--- src/rtl/sbox_rom_arbiter.sv ---
// Shares one external 256x8 S-Box ROM between NREQ requesters: arbitrates, drives the ROM pins and returns the byte.
// Define SBOX_ARB_FIXED_PRIO_EN for fixed lowest-index priority; round-robin otherwise.
module sbox_rom_arbiter #(
  parameter int NREQ    = 2,
  parameter int ROM_LAT = 2
) (
  input  logic              clk,
  input  logic              rst,
  input  logic [NREQ-1:0]   req,
  input  logic [8*NREQ-1:0] req_addr,
  output logic [NREQ-1:0]   gnt,
  output logic [NREQ-1:0]   rvalid,
  output logic [7:0]        rdata,
  output logic              busy,
  output logic [7:0]        rom_addr,
  input  logic [7:0]        rom_data,
  output logic              rom_ce_n,
  output logic              rom_oe_n
);

  localparam logic [1:0] IDLE   = 2'd0;
  localparam logic [1:0] ACCESS = 2'd1;
  localparam logic [1:0] DONE   = 2'd2;
  localparam logic [3:0] CNT_INIT = 4'(ROM_LAT - 1);

  logic [1:0]      state_q, state_d;
  logic [3:0]      cnt_q, cnt_d;
  logic [1:0]      owner_q, owner_d;
  logic [NREQ-1:0] gnt_q, gnt_d;
  logic [NREQ-1:0] rvalid_q, rvalid_d;
  logic [7:0]      rdata_q, rdata_d;
  logic [7:0]      rom_addr_q, rom_addr_d;
  logic            ce_n_q, ce_n_d;
  logic            oe_n_q, oe_n_d;
  logic            busy_q, busy_d;

  // Widened copies so requester indices are always 2 bits regardless of NREQ.
  logic [3:0]  req_ext;
  logic [31:0] addr_ext;
  logic [1:0]  win;
  logic        win_vld;

  assign req_ext  = 4'(req);
  assign addr_ext = 32'(req_addr);

`ifdef SBOX_ARB_FIXED_PRIO_EN
  always_comb begin
    win     = '0;
    win_vld = 1'b0;
    for (int unsigned k = 0; k < NREQ; k++) begin
      if (!win_vld && req_ext[2'(k)]) begin
        win_vld = 1'b1;
        win     = 2'(k);
      end
    end
  end
`else
  logic [1:0] ptr_q, ptr_d;
  logic [2:0] scan;

  // Scan from ptr upward, wrapping modulo NREQ.
  always_comb begin
    win     = '0;
    win_vld = 1'b0;
    scan    = '0;
    for (int unsigned k = 0; k < NREQ; k++) begin
      scan = {1'b0, ptr_q} + 3'(k);
      if (scan >= 3'(NREQ)) scan = scan - 3'(NREQ);
      if (!win_vld && req_ext[scan[1:0]]) begin
        win_vld = 1'b1;
        win     = scan[1:0];
      end
    end
  end

  always_comb begin
    ptr_d = ptr_q;
    if (state_q == IDLE && win_vld) begin
      if (({1'b0, win} + 3'd1) >= 3'(NREQ)) ptr_d = '0;
      else                                  ptr_d = win + 2'd1;
    end
  end

  always_ff @(posedge clk or posedge rst) begin
    if (rst) ptr_q <= '0;
    else     ptr_q <= ptr_d;
  end
`endif

  always_comb begin
    state_d    = state_q;
    cnt_d      = cnt_q;
    owner_d    = owner_q;
    gnt_d      = '0;
    rvalid_d   = '0;
    rdata_d    = rdata_q;
    rom_addr_d = rom_addr_q;
    ce_n_d     = ce_n_q;
    oe_n_d     = oe_n_q;
    case (state_q)
      IDLE: begin
        if (win_vld) begin
          state_d    = ACCESS;
          owner_d    = win;
          rom_addr_d = addr_ext[{win, 3'b000} +: 8];
          ce_n_d     = 1'b0;
          oe_n_d     = 1'b0;
          cnt_d      = CNT_INIT;
          gnt_d      = NREQ'(4'b0001 << win);
        end
      end
      ACCESS: begin
        if (cnt_q == 4'd0) begin
          state_d  = DONE;
          rdata_d  = rom_data;
          rvalid_d = NREQ'(4'b0001 << owner_q);
          ce_n_d   = 1'b1;
          oe_n_d   = 1'b1;
        end else begin
          cnt_d = cnt_q - 4'd1;
        end
      end
      // DONE always returns to IDLE, leaving the ROM deselected for a turnaround cycle.
      DONE:    state_d = IDLE;
      default: state_d = IDLE;
    endcase
    busy_d = (state_d != IDLE);
  end

  always_ff @(posedge clk or posedge rst) begin
    if (rst) begin
      state_q    <= IDLE;
      cnt_q      <= '0;
      owner_q    <= '0;
      gnt_q      <= '0;
      rvalid_q   <= '0;
      rdata_q    <= '0;
      rom_addr_q <= '0;
      ce_n_q     <= 1'b1;
      oe_n_q     <= 1'b1;
      busy_q     <= 1'b0;
    end else begin
      state_q    <= state_d;
      cnt_q      <= cnt_d;
      owner_q    <= owner_d;
      gnt_q      <= gnt_d;
      rvalid_q   <= rvalid_d;
      rdata_q    <= rdata_d;
      rom_addr_q <= rom_addr_d;
      ce_n_q     <= ce_n_d;
      oe_n_q     <= oe_n_d;
      busy_q     <= busy_d;
    end
  end

  assign gnt      = gnt_q;
  assign rvalid   = rvalid_q;
  assign rdata    = rdata_q;
  assign busy     = busy_q;
  assign rom_addr = rom_addr_q;
  assign rom_ce_n = ce_n_q;
  assign rom_oe_n = oe_n_q;

endmodule
--- config.mk ---
export PLATFORM = sky130hd
export DESIGN_NAME = sbox_rom_arbiter
export DESIGN_NICKNAME = d
export VERILOG_FILES = /design/src/rtl/sbox_rom_arbiter.sv
export SDC_FILE = /design/constraint.sdc
export NUM_CORES = 1
export LEC_CHECK = 0
export CORE_MARGIN = 2
export CORE_UTILIZATION = 25
export DETAILED_ROUTE_END_ITERATION = 12
export HOLD_SLACK_MARGIN = 0.15
export MAX_ROUTING_LAYER = met4
export PLACE_DENSITY = 0.61
export SYNTH_ARGS = -nofsm -noshare
export SYNTH_HDL_FRONTEND = slang
export SYNTH_SLANG_ARGS = --single-unit
--- constraint.sdc ---
create_clock -name clk -period 4.12 [get_ports clk]
set_input_delay 0.824 -clock clk [delete_from_list [all_inputs] [get_ports clk]]
set_output_delay 0.824 -clock clk [all_outputs]
set_load 0.01 [all_outputs]
======== Yosys cells after proc, flatten, opt, wreduce, memory -nomap -nowiden ========
Cells that the tools add are included.
operators by class
  add/subtract/negate cells ............... 6
  magnitude comparators ................... 5
  eq/ne operators ......................... 4
  shift-type cells ........................ 3
  mux-type cells .......................... 24
  reduce and logical (&&, ||, !) cells .... 11
operators with widths
  kind                                                 number
  variable part select 32 x 6 -> 8 bit                 1
  two-way mux 2 bit                                    11
  two-way mux 4 bit                                    2
  case mux 4 bit (2 select lines)                      1
  adder 2 x 1 -> 3 bit, second input constant          2
  >= comparator 3 x 2 -> 1 bit, second input constant  2
  < comparator 2 x 3 -> 1 bit, second input constant   2
  two-way mux 1 bit                                    6
  != test 2 bit, second input constant                 3
  AND reduction 3 bit                                  2
  binary-select mux 1 bit (select 2 bit)               2
  logical NOT 4 bit                                    1
  case mux 2 bit (2 select lines)                      1
  AND reduction 2 bit                                  2
  nonzero test 2 bit                                   2
  left shift 1 x 2 -> 2 bit, first input constant      2
  subtractor 2 bit, second input constant              2
  subtractor 4 x 1 -> 4 bit, second input constant     1
  adder 2 x 1 -> 2 bit, second input constant          1
  equality test 2 x 1 -> 1 bit, second input constant  1
  >= comparator 2 bit, second input constant           1
  logical AND 1 bit                                    2
  logical NOT 2 bit                                    1
  case mux 1 bit (2 select lines)                      1
  logical NOT 1 bit                                    1
storage, ports and cells
  register bits after elaboration ......... 32
  input port bits ......................... 28
  output and inout port bits .............. 23
  word-level logic and storage cells ...... 63

======== Depth between registers and ports, before layout ========
Gate-level depths: netlist of the first run.
  depth in word-level cells ............... 11
  gate-level depth with buffers ........... 6
  mapped depth without buffers ............ 6

======== Worst setup path before layout of the first run ========
No wires, ideal clock.
  path type ............................... input to register
  start ................................... input req[0]
  end ..................................... register ptr_q[1]
  setup time .............................. 0.125 ns
  arrival ................................. 1.837 ns
  data required time ...................... 3.995 ns
  slack ................................... 2.158 ns
  stages .................................. 6
  cells stage by stage .................... nor2b_1 -> nand2b_1 -> inv_1 -> ha_1 -> nor2b_1 -> mux2_4
on the way
  longest elaborated chain between the ends .. 9
  elaborated cells on any way between the ends .. 15
ends and longest elaborated chain
  item                                     RTL line  text
  from (decl)                              9         input logic [NREQ-1:0] req,
  binary-select mux 1 bit (select 2 bit)   69        if (!win_vld && req_ext[scan[1:0]]) begin
  two-way mux 1 bit (implied by the code)  69
  two-way mux 1 bit                        69
  logical NOT 1 bit                        69
  logical AND 1 bit                        69
  two-way mux 2 bit *                      69
  named net win[0]                         40        logic [1:0] win;
  adder 2 x 1 -> 3 bit                     79        if (({1'b0, win} + 3'd1) >= 3'(NREQ)) ptr_d = '0;
  >= comparator 3 x 2 -> 1 bit             79
  two-way mux 2 bit *                      79
  to (signal assigned)                     86        else ptr_q <= ptr_d;
  to (decl)                                58        logic [1:0] ptr_q, ptr_d;
The timed path passes the listed nets; every way through them passes the cells marked *. The select of a mux whose other input is x is not followed.
A chain may end at the register's enable or synchronous reset.

======== Final worst setup path of the first run ========
Ends and elaborated chain as after synthesis.

==> results.sh, run 1 <==
export IMPL_power_density_nw_per_um2=671
export IMPL_period_share=0.648
export IMPL_dpl_cell_count=254
export IMPL_grt_usage=0.107
export IMPL_slew_viol_final=0
export IMPL_post_place_ws_ns=1.16
export IMPL_worstMarginPinSlew_ns=0.778
export IMPL_insertion_delay_ns=0.28
export IMPL_via_per_inst=4.45
export IMPL_postCtsSetupBuffers=0
export IMPL_cp_arrival_ns=2.84
export IMPL_netlist_instances=132
export IMPL_drtPass1Iterations=4
export IMPL_final_util=0.371
export IMPL_yosys_register_bits=32
export IMPL_ant_nets=0
export IMPL_pin_count=51
export IMPL_worstSetupEndpointType="flop"
export IMPL_clkPwrFrac=0.155
export IMPL_fin_skew_ns=0.00735
export IMPL_setup_viol=0
export IMPL_syn_area_per_cell_sq_um=11.9
export IMPL_port_buffers=50
export IMPL_synth_warnings=0
export IMPL_ir_worst_vdd_v=0.000220
export IMPL_routedWlPerCell_um=12.4
export IMPL_final_cell_area_sq_um=2220
export IMPL_yosysSeqAreaShare=0.512
export IMPL_combPwrFrac=0.479
export IMPL_rsz0062_at_grt="no"
export IMPL_cts_tree="done"
export IMPL_setup_tns_ns=0
export IMPL_outcome="finished clean"
export IMPL_hold_buffers=0
export IMPL_cts_buffers=5
export IMPL_hold_viol_final=0
export IMPL_synth_top_area_frac=0.495
export IMPL_p_switching_uw=505
export IMPL_fin_crit_ns=2.67
export IMPL_drt_iter0_markers=29
export IMPL_core_sq_um=5990
export IMPL_routed_wl_mm=3.25
export IMPL_drc_errors=0
export IMPL_yosysTopAreaCell="dfrtp_1"
export IMPL_drive_above_1_share=0.171
export IMPL_stdcell_count=262
export IMPL_critical_path_startpoint_type="primary input"
export IMPL_synth_area_leaders="dfrtp_1, a31oi_2, mux2_2, nand3b_1, ha_1"
export IMPL_globalRouteOverflowTotal=0
export IMPL_cts_root_buf="clkbuf_8"
export IMPL_antenna_found_initial=0
export IMPL_total_power_mw=1.49
export IMPL_final_nets=219
export IMPL_relSlewSlack=0.481
export IMPL_cell_internal_pwr_uw=985
export IMPL_place_gp_congestion=0.755
export IMPL_postPlaceCellArea_sq_um=2140
export IMPL_clock_fmax_mhz=375
export IMPL_grt_max_degree=33
export IMPL_die_area_sq_um=6920
export IMPL_clock_sinks=32
export IMPL_hold_path_class="reg -> reg"
export IMPL_timing_hold_ws_ns=0.460
export IMPL_die_x_um=83.2
export IMPL_num_vias=1166
export IMPL_p_seq_frac=0.366
export IMPL_crit_required_ns=4.29
export IMPL_die_y_um=83.2
export IMPL_clk_pin_slew_worst_paths_ns=0.07
export IMPL_synth_cell_type_count=39
export IMPL_area_delta_synth_final_pct=41.8
export IMPL_antenna_cells=0
export IMPL_cts_resized=0
export IMPL_rows=28
export IMPL_crit_type="in -> reg"
export IMPL_finalWorstSetupSlack_ns=1.45
export IMPL_grt_pass1_wl_mm=5.78
export IMPL_syn_cell_area_sq_um=1570
export IMPL_path_max_fanout=17
export IMPL_swShare=0.339
export IMPL_leakage_nw=0.911
export IMPL_hpwl_mm=2.40
export IMPL_first_global_vias=1244
export IMPL_cap_viol_max_count=0
export IMPL_start_util=0.261
export IMPL_clock_path_buffers=2
export IMPL_htreeDepth=2
## critical path: stages
cell             delay [ns]
clkdlybuf4s50_1        0.48
nor2b_1                0.64
nand2b_1               0.24
inv_1                  0.09
ha_1                   0.28
nor2b_1                0.04
mux2_4                 0.25
## synthesized netlist by cell type (all sizes together)
cell type / n
nor2: 3
a31oi: 16
inv: 10
o31ai: 2
buf: 5
clkbuf: 2
a21oi: 2
nand2: 1
or3b: 1
and2: 3
nand2b: 2
nand3b: 9
or3: 1
nor3: 1
a22o: 1
a21boi: 1
conb: 1
and3: 1
dfrtp: 31
and2b: 1
or2: 1
o21ai: 11
or4: 1
nor2b: 3
ha: 5
nor3b: 2
a21o: 1
nand4: 1
mux2: 12
dfstp: 1
## cells by family after synthesis
kind of cell,count (synthesis),synth area share
mux,12,0.0935
simple gates,31,0.133
compound gates,34,0.165
other cells,1,0.00239
fa+ha+maj,5,0.0399
flops,32,0.512
buf+inv,17,0.0543
## cells in the final DEF (no fill, tap or decap), types with 2 or more instances in the layout
master / Yosys / final
clkdlybuf4s50_1: 0 / 50
dfrtp_1: 31 / 31
inv_1: 10 / 10
o21ai_0: 10 / 10
nand3b_1: 9 / 9
mux2_2: 8 / 8
a31oi_1: 8 / 8
a31oi_2: 8 / 8
ha_1: 5 / 5
clkbuf_8: 0 / 5
nor2b_1: 3 / 3
mux2_4: 3 / 3
and2_1: 3 / 3
conb_1: 1 / 3
nand2b_1: 2 / 2
o31ai_1: 2 / 2
nor2_1: 2 / 2
buf_4: 1 / 2
## state kept, by name (all words and copies together), names as in the netlist
| name | flops |
|---|---|
| rdata | 8 |
| busy | 1 |
| cnt_q | 4 |
| gnt | 2 |
| rom_addr | 8 |
| rom_oe_n | 1 |
| rvalid | 2 |
| owner_q | 2 |
| ptr_q | 2 |
| state_q | 2 |
## path summary, 6_finish.rpt
path                            startpoint        end  slack, ns  cells after the start
worst max-delay path                req[0]   ptr_q[1]       1.45                      7
min in group asynchronous              rst   rdata[0]       0.93                      3
worst min register to register  owner_q[1]  rvalid[0]       0.46                      1
max in group asynchronous              rst   rom_oe_n       2.87                      3
worst max register to register    ptr_q[0]   ptr_q[1]       2.07                      6
worst min-delay path            owner_q[1]  rvalid[0]       0.46                      1
## final cells by class
cell class                 instances  area, sq um
tap                               75         93.8
fill                             590         3770
timing repair buffer              52          515
clock buffer                       6         72.6
inverter                          10         37.5
sequential                        32          802
clock inverter                     2         12.5
multi-input combinational         85          687
## routing by layer
metal,GRT usage,part of all wire,up-vias
li1,-,-,571
met1,0.127,0.45,559
met2,0.167,0.48,31
met3,0.0298,0.052,5
met4,0.0492,0.022,0
met5,-,0,-
## power by group through the flow
| stage | clock, mW | combinational [mW] | sequential (mW) |
|---|---|---|---|
| 2_1_floorplan | 0 | 0.403 | 0.583 |
| 3_3_place_gp | 0 | 0.714 | 0.555 |
| 3_5_place_dp | 0 | 0.722 | 0.553 |
| 4_1_cts | 0.240 | 0.724 | 0.548 |
| 5_1_grt | 0.251 | 0.796 | 0.566 |
| 6_report | 0.231 | 0.713 | 0.545 |
Note: power is estimated with default switching activity, not from simulation.
==> run 2: changes to the inputs <==
==> constraint.sdc (replaced) <==
create_clock -name clk -period 2.7 [get_ports clk]
set_input_delay 0.54 -clock clk [delete_from_list [all_inputs] [get_ports clk]]
set_output_delay 0.54 -clock clk [all_outputs]
set_load 0.01 [all_outputs]
==> results.sh, run 2 (synthesized netlist as in run 1, its figures left out) <==
export IMPL_antenna_cells=0
export IMPL_setup_tns_ns=0
export IMPL_grt_usage=0.105
export IMPL_cts_root_buf="clkbuf_8"
export IMPL_crit_family="flip-flops"
export IMPL_cap_viol_max_count=0
export IMPL_path_max_fanout=3
export IMPL_r2r_slack_ns=0.91
export IMPL_grt_pass1_wl_mm=5.73
export IMPL_core_sq_um=5990
export IMPL_final_cell_mix="clkdlybuf4s50_1, dfrtp_1, inv_1, o21ai_0, nand3b_1"
export IMPL_clk_pin_slew_worst_paths_ns=0.07
export IMPL_ant_nets=0
export IMPL_cts_tree="done"
export IMPL_cts_buffers=5
export IMPL_htreeDepth=2
export IMPL_postCtsSetupBuffers=0
export IMPL_clock_path_buffers=2
export IMPL_multiInputGateArea_sq_um=687
export IMPL_num_vias=1178
export IMPL_die_x_um=83.2
export IMPL_min_path_cells=1
export IMPL_area_delta_synth_final_pct=43.7
export IMPL_regArea_sq_um=802
export IMPL_routedWlPerCell_um=12.4
export IMPL_clock_sinks=32
export IMPL_min_from="owner_q[1]"
export IMPL_dpl_cell_count=258
export IMPL_fin_skew_ns=0.00705
export IMPL_worstSetupEndpointType="output pin"
export IMPL_timing_rr_end="rom_addr[7]"
export IMPL_drt_iter0_markers=40
export IMPL_routed_wl_mm=3.30
export IMPL_first_global_vias=1246
export IMPL_hold_buffers=0
export IMPL_reg2reg_depth=4
export IMPL_crit_type="reg -> out"
export IMPL_critical_path_buf_inv_count=1
export IMPL_start_util=0.261
export IMPL_crit_chain="clkdlybuf4s50_1"
export IMPL_min_to="rvalid[1]"
export IMPL_clock_fmax_mhz=530
export IMPL_die_y_um=83.2
export IMPL_drc_errors=0
export IMPL_insertion_delay_ns=0.28
export IMPL_relSlewSlack=0.665
export IMPL_outcome="finished clean"
export IMPL_cts_resized=0
export IMPL_critical_path_startpoint_type="flop"
export IMPL_timing_hold_ws_ns=0.455
export IMPL_globalRouteOverflowTotal=0
export IMPL_setup_viol=0
export IMPL_drive_above_1_share=0.188
export IMPL_hold_path_class="reg -> reg"
export IMPL_port_buffers=50
export IMPL_power_density_nw_per_um2=1020
export IMPL_timing_rr_start="state_q[0]"
export IMPL_final_nets=223
export IMPL_crit_required_ns=2.16
export IMPL_rows=28
export IMPL_pin_count=51
export IMPL_stdcell_count=266
export IMPL_drtPass1Iterations=3
export IMPL_slowest_stage="dfstp_2"
export IMPL_via_per_inst=4.43
export IMPL_period_share=0.699
export IMPL_grt_max_degree=33
export IMPL_hpwl_mm=2.38
export IMPL_fin_crit_ns=1.89
export IMPL_final_common_cell="clkdlybuf4s50_1"
export IMPL_hold_viol_final=0
export IMPL_critPathMaxStageDelay_ns=0.54
export IMPL_worstMarginPinSlew_ns=0.501
export IMPL_die_area_sq_um=6920
export IMPL_n_fill_cell=596
export IMPL_slew_viol_final=0
export IMPL_place_gp_congestion=0.740
export IMPL_ir_worst_vdd_v=0.000329
export IMPL_antenna_found_initial=0
export IMPL_leakage_nw=0.930
export IMPL_total_power_mw=2.29
export IMPL_cp_arrival_ns=1.35
export IMPL_rsz0062_at_grt="no"
run 2: cell count changes in the layout (fill, tap and decap cells not counted):
| cell | previous run | this run |
|---|---|---|
| buf_4 | 2 | 6 |
run 2: final cells by class:
cell class / count / share of cell area
flip-flops and latches: 32 / 0.356
clock inverters: 2 / 0.00556
well taps: 75 / 0.0417
inverters: 10 / 0.0167
repair buffers: 56 / 0.242
multi-input cells: 85 / 0.305
clock buffers: 6 / 0.0322
run 2: metal layers:
layer	GRT usage	wire length, um	vias up
li1	-	-	580
met1	0.114	1450	559
met2	0.175	1630	32
met3	0.0298	153	7
met4	0.0566	66	0
met5	-	0	-
run 2: how the worst max path moves through the flow:
stage / depth (start not counted) / start / end
global placement: 7 / req[0] / ptr_q[1]
finish: 1 / rom_oe_n / rom_ce_n
detailed placement: 7 / req[0] / ptr_q[1]
global route: 5 / cnt_q[0] / rdata[0]
floorplan: 6 / req[0] / ptr_q[1]
CTS: 1 / rom_oe_n / rom_ce_n
run 2: power by group:
part           switching, mW  internal [mW]
sequential             0.136          0.698
combinational          0.473          0.634
clock                  0.172          0.180
total                  0.782           1.51
run 2: stage by stage:
stage	util	worst slack (ns)	instance area, sq um
final	0.376	0.812	2250
after global routing	0.376	0.751	2250
after CTS	0.376	0.792	2250
after detailed placement	0.362	0.558	2170
after global placement	0.362	0.601	2170
after floorplan	-	1.02	1570
